[config.mk]
export PLATFORM = sky130hd
export DESIGN_NAME = voting_tally_ctrl
export DESIGN_NICKNAME = d
export VERILOG_FILES = /design/src/rtl/voting_pkg.sv /design/src/rtl/voting_max_scan.sv /design/src/rtl/voting_tally_ctrl.sv
export SDC_FILE = /design/constraint.sdc
export NUM_CORES = 1
export LEC_CHECK = 0
export CORE_MARGIN = 10
export CORE_UTILIZATION = 60
export CTS_CLUSTER_SIZE = 16
export DETAILED_ROUTE_END_ITERATION = 10
export PLACE_DENSITY = 0.86
export SYNTH_ARGS = -nofsm -noshare
export SYNTH_HDL_FRONTEND = slang
export SYNTH_SLANG_ARGS = --single-unit
[constraint.sdc]
create_clock -name clk -period 6.5 [get_ports clk]
set_input_delay 0.65 -clock clk [delete_from_list [all_inputs] [get_ports clk]]
set_output_delay 0.65 -clock clk [all_outputs]
set_load 0.05 [all_outputs]
[src/rtl/voting_pkg.sv]
// Shared definitions for the voting tally controller.
// Holds the FSM state encoding and the default size constants.
package voting_pkg;

    localparam int N_DEF = 2;
    localparam int M_DEF = 2;
    localparam int NCAND = 2 ** N_DEF;
    localparam int NVOTE = 2 ** M_DEF;
    localparam int TW    = M_DEF + 1;

    typedef enum logic [1:0] {
        ST_IDLE    = 2'd0,
        ST_COLLECT = 2'd1,
        ST_SCAN    = 2'd2,
        ST_DONE    = 2'd3
    } state_t;

endpackage

[src/rtl/voting_max_scan.sv]
// Running-maximum unit: one candidate tally per enabled cycle.
// Ports: clk, rst, clear (zero result), en, k (candidate index),
//        tally_k (its tally), winner, win_count (running result).
module voting_max_scan #(
    parameter int N  = 2,
    parameter int TW = 3
) (
    input  logic          clk,
    input  logic          rst,
    input  logic          clear,
    input  logic          en,
    input  logic [N-1:0]  k,
    input  logic [TW-1:0] tally_k,
    output logic [N-1:0]  winner,
    output logic [TW-1:0] win_count
);

    logic [N-1:0]  idx_q;
    logic [TW-1:0] max_q;

    // k==0 seeds the maximum; afterwards only a strictly larger
    // tally replaces it, so ties keep the lowest index.
    always_ff @(posedge clk or posedge rst) begin
        if (rst) begin
            idx_q <= '0;
            max_q <= '0;
        end else if (clear) begin
            idx_q <= '0;
            max_q <= '0;
        end else if (en) begin
            if (k == '0 || tally_k > max_q) begin
                idx_q <= k;
                max_q <= tally_k;
            end
        end
    end

    assign winner    = idx_q;
    assign win_count = max_q;

endmodule

[src/rtl/voting_tally_ctrl.sv]
// Vote collector and winner scheduler with a shared max-scan unit.
// Ports: clk, rst, start, vote_valid/vote_id/vote_cand/vote_ready,
//        close, dup_err, busy, done, winner, win_count.
module voting_tally_ctrl
    import voting_pkg::*;
#(
    parameter int N = N_DEF,
    parameter int M = M_DEF
) (
    input  logic         clk,
    input  logic         rst,
    input  logic         start,
    input  logic         vote_valid,
    input  logic [M-1:0] vote_id,
    input  logic [N-1:0] vote_cand,
    output logic         vote_ready,
    input  logic         close,
    output logic         dup_err,
    output logic         busy,
    output logic         done,
    output logic [N-1:0] winner,
    output logic [M:0]   win_count
);

    localparam int NUM_CAND = 2 ** N;
    localparam int NUM_VOTE = 2 ** M;
    localparam int TALLY_W  = M + 1;

    state_t               state_q;
    logic [NUM_VOTE-1:0]  voted_q;
    logic [NUM_VOTE-1:0]  voted_d;
    logic [TALLY_W-1:0]   tally_q [NUM_CAND];
    logic [TALLY_W-1:0]   tally_inc;
    logic [N-1:0]         k_q;
    logic                 dup_err_q;
    logic                 accept;
    logic                 is_dup;
    logic                 new_vote;
    logic                 scan_clr;
    logic                 scan_en;

    assign accept    = vote_valid && state_q == ST_COLLECT;
    assign is_dup    = voted_q[vote_id];
    assign new_vote  = accept && !is_dup;
    assign tally_inc = tally_q[vote_cand] + TALLY_W'(1);
    assign scan_clr  = start && (state_q == ST_IDLE || state_q == ST_DONE);
    assign scan_en   = state_q == ST_SCAN;

    always_comb begin
        voted_d = voted_q;
        if (new_vote)
            voted_d = voted_q | (NUM_VOTE'(1) << vote_id);
    end

    always_ff @(posedge clk or posedge rst) begin
        if (rst) begin
            state_q   <= ST_IDLE;
            voted_q   <= '0;
            k_q       <= '0;
            dup_err_q <= 1'b0;
            for (int i = 0; i < NUM_CAND; i++)
                tally_q[i] <= '0;
        end else begin
            dup_err_q <= accept && is_dup;
            unique case (state_q)
                ST_IDLE, ST_DONE: begin
                    if (start) begin
                        state_q <= ST_COLLECT;
                        voted_q <= '0;
                        k_q     <= '0;
                        for (int i = 0; i < NUM_CAND; i++)
                            tally_q[i] <= '0;
                    end
                end
                ST_COLLECT: begin
                    if (new_vote) begin
                        voted_q            <= voted_d;
                        tally_q[vote_cand] <= tally_inc;
                    end
                    // A vote arriving with close is counted first.
                    if (close || &voted_d) begin
                        state_q <= ST_SCAN;
                        k_q     <= '0;
                    end
                end
                ST_SCAN: begin
                    k_q <= k_q + N'(1);
                    if (&k_q)
                        state_q <= ST_DONE;
                end
                default: state_q <= ST_IDLE;
            endcase
        end
    end

    voting_max_scan #(
        .N  (N),
        .TW (TALLY_W)
    ) u_scan (
        .clk       (clk),
        .rst       (rst),
        .clear     (scan_clr),
        .en        (scan_en),
        .k         (k_q),
        .tally_k   (tally_q[k_q]),
        .winner    (winner),
        .win_count (win_count)
    );

    assign vote_ready = state_q == ST_COLLECT;
    assign busy       = state_q == ST_COLLECT || state_q == ST_SCAN;
    assign done       = state_q == ST_DONE;
    assign dup_err    = dup_err_q;

endmodule

==> results.py <==
metrics = {
    "outcome": {
        "outcome": "complete, no violations",
    },
    "worst_setup_path": {
        "rrSetupSlack_ns": 4.00,
        "crit_path_start_kind": "register",
        "worstRegToRegCells": 7,
        "rr_endpoint": "u_scan.win_count[2]$_DFFE_PP0P_",
        "path_class": "reg -> out",
        "end_kind": "output pin",
        "cp_data_arrival_time_ns": 2.28,
        "critPathMaxFanout": 15,
        "required_ns": 5.85,
        "rr_startpoint": "k_q[1]$_DFFE_PP0P_",
    },
    "detailed_routing": {
        "drt-pass1-iter-count": 4,
        "drt-initial-drc-count": 98,
        "drc": 0,
        "wl_um": 3450,
        "wl_per_cell_um": 17.1,
        "drtAntennaViolNets": 0,
        "vias": 1233,
        "viasPerCell": 6.10,
    },
    "yosys": {
        "ys_async_sr_fraction": 1.00,
        "synthFlopType": "dfrtp_1",
        "syn_avg_cell_area_sq_um": 10.3,
        "ys_warn_count": 0,
        "synth_cell_type_count": 35,
        "syn_nets": 174,
        "synth_seq_area_share": 0.405,
        "yosys_register_bits": 26,
        "synth-edff-count": 0,
        "netlist_instances": 156,
        "syn_area_sq_um": 1610,
    },
    "timing": {
        "max_slew_margin": 0.340,
        "tightest_slew_ns": 0.989,
        "fin_crit_ns": 2.93,
        "whs_ns": 0.535,
        "max_freq_mhz": 341,
        "slew_violations": 0,
        "setup_viol": 0,
        "hold_viol": 0,
        "finClkSkew_ns": 0.00224,
        "period_share": 0.451,
        "rsz0062_at_grt": "no",
        "fin_setup_tns_ns": 0,
    },
    "worst_hold_path": {
        "worstHoldPathCells": 1,
        "holdCritPathClass": "reg -> reg",
        "hold_path_end": "tally_q[11]$_DFFE_PP0P_",
        "worstHoldStart": "tally_q[11]$_DFFE_PP0P_",
    },
    "floorplanning": {
        "dieArea_sq_um": 5140,
        "io_pins": 18,
        "row_count": 18,
        "coreArea_sq_um": 2520,
        "die_width_um": 71.7,
        "initial_core_util": 0.636,
        "die_h_um": 71.7,
    },
    "power_and_ir_drop": {
        "vdd_drop_max_v": 0.000314,
        "power.density_nw_per_um2": 399,
        "p_comb_frac": 0.558,
        "seqPwrFrac": 0.326,
        "intPower_uw": 386,
        "clkPwrFrac": 0.117,
        "p_sw_uw": 341,
        "switching_share": 0.469,
        "power.leakage_uw": 0.000786,
    },
    "grt": {
        "grt.total_usage": 0.136,
        "grt_max_degree": 27,
        "grt_pass1_vias": 1294,
        "grt_pass1_wl_um": 5890,
        "grt_antenna_before_repair": 0,
        "grt-ovfl-total": 0,
    },
    "clocking": {
        "numCtsBuffers": 3,
        "clock-sinks": 26,
        "cts.repair.resized": 0,
        "cts-root-buf": "clkbuf_4",
        "htree_levels": 1,
        "clock_tree.buffer_depth": 2,
        "cts_tree": "done",
        "clkTransAtPathRegs_ns": 0.14,
        "clkLatencyLatePin_ns": 0.33,
        "hold_buffers": 0,
        "cts_setup_buffers": 0,
    },
    "run": {
        "cap_violations": 0,
    },
    "layout": {
        "antenna_cells": 0,
        "fin_cells": 202,
        "layout-drive-gt1-share": 0.0930,
        "fin_nets": 191,
        "syn_to_final_growth_pct": 13.4,
        "final_area_sq_um": 1820,
    },
    "placed_design": {
        "dp.cells": 198,
        "hpwlAfterDp_um": 2660,
        "gp_congestion": 0.888,
        "place_area_sq_um": 1780,
        "port_buffers": 17,
    },
}
## Yosys cell counts, types with 2 or more instances
library cell / number / area share
a32o_1: 4 / 0.025
clkbuf_1: 2 / 0.0047
nand3_1: 3 / 0.0094
mux4_2: 7 / 0.098
a22o_1: 4 / 0.022
buf_2: 2 / 0.0062
inv_1: 14 / 0.033
nand2b_1: 2 / 0.0078
mux2i_1: 6 / 0.037
o31ai_1: 7 / 0.033
o21a_1: 2 / 0.0094
nor3_1: 2 / 0.0062
dfrtp_1: 26 / 0.41
o2bb2ai_1: 3 / 0.016
nand2_1: 29 / 0.068
nor2_1: 3 / 0.0070
ha_1: 9 / 0.070
nor2b_1: 2 / 0.0078
o21ai_0: 9 / 0.028
o211ai_1: 2 / 0.0094
a21o_1: 4 / 0.019
## routing by layer
metal  vias to the layer above  GRT usage  wire, um
met3                         4     0.0275       176
met1                       596      0.159      1520
met4                         0     0.0452        42
met5                         -          0         0
li1                        600          -         -
met2                        33      0.241      1710
## metrics by stage
step	util	worst slack [ns]	total power (uW)
3_3_place_gp	0.707	3.62	629
5_1_grt	0.722	3.50	778
4_1_cts	0.722	3.58	730
6_report	0.722	3.57	727
3_5_place_dp	0.707	3.57	645
2_1_floorplan	-	4.05	543
## cells by family after synthesis
family | count (synthesis) | share of synthesized area
mux | 13 | 0.136
buf+inv | 19 | 0.0507
xor+xnor | 1 | 0.00546
simple gates | 48 | 0.146
fa+ha+maj | 9 | 0.0701
flops | 26 | 0.405
compound gates | 40 | 0.187
## flip-flops by register name, summed over array words and instances, names as in the netlist
| name | count |
|---|---|
| k_q | 2 |
| u_scan.win_count | 3 |
| state_q | 2 |
| voted_q | 4 |
| u_scan.winner | 2 |
| dup_err | 1 |
| tally_q | 12 |
## cell usage in the layout, fill, tap and decap left out, types with 2 or more instances in the layout
| master | instances |
|---|---|
| clkbuf_4 | 3 |
| o21a_1 | 2 |
| ha_1 | 9 |
| mux2i_1 | 6 |
| dfrtp_1 | 26 |
| o211ai_1 | 2 |
| mux4_2 | 7 |
| o21ai_0 | 9 |
| nor2b_1 | 2 |
| o31ai_1 | 7 |
| nand3_1 | 3 |
| o2bb2ai_1 | 3 |
| nand2b_1 | 2 |
| inv_1 | 14 |
| nor2_1 | 3 |
| clkdlybuf4s50_1 | 17 |
| nand2_1 | 29 |
| a22o_1 | 4 |
| a32o_1 | 4 |
| nor3_1 | 2 |
| a21o_1 | 4 |
## worst max path at each step
stage,startpoint,end,slack [ns]
after floorplan,vote_cand[1],tally_q[2]$_DFFE_PP0P_,4.05
after global placement,vote_cand[1],tally_q[2]$_DFFE_PP0P_,3.62
after detailed placement,vote_cand[1],tally_q[2]$_DFFE_PP0P_,3.57
after CTS,state_q[1]$_DFFE_PP0P_,vote_ready,3.58
after global routing,state_q[1]$_DFFE_PP0P_,vote_ready,3.50
final,state_q[1]$_DFFE_PP0P_,vote_ready,3.57
## layout make-up
class                   instances  area [sq um]
repair buffers                 17           170
fillers                       191           702
clock buffers                   4          36.3
multi-input cells             111           873
well taps                      30          37.5
flip-flops and latches         26           651
inverters                      14          52.6
## power groups by stage
stage | logic (uW) | registers [uW] | clock network [uW]
CTS | 407 | 237 | 86.6
detailed placement | 405 | 240 | 0
floorplan | 295 | 249 | 0
global route | 442 | 244 | 91.5
global placement | 392 | 237 | 0
finish | 405 | 237 | 85.0
## critical path, cell delays in order, from the launching register on
cell and delay [ns]:
dfrtp_1 0.44, inv_1 0.07, ha_1 0.51, clkdlybuf4s50_1 0.92
No activity file was read; power rests on OpenSTA's default activity.
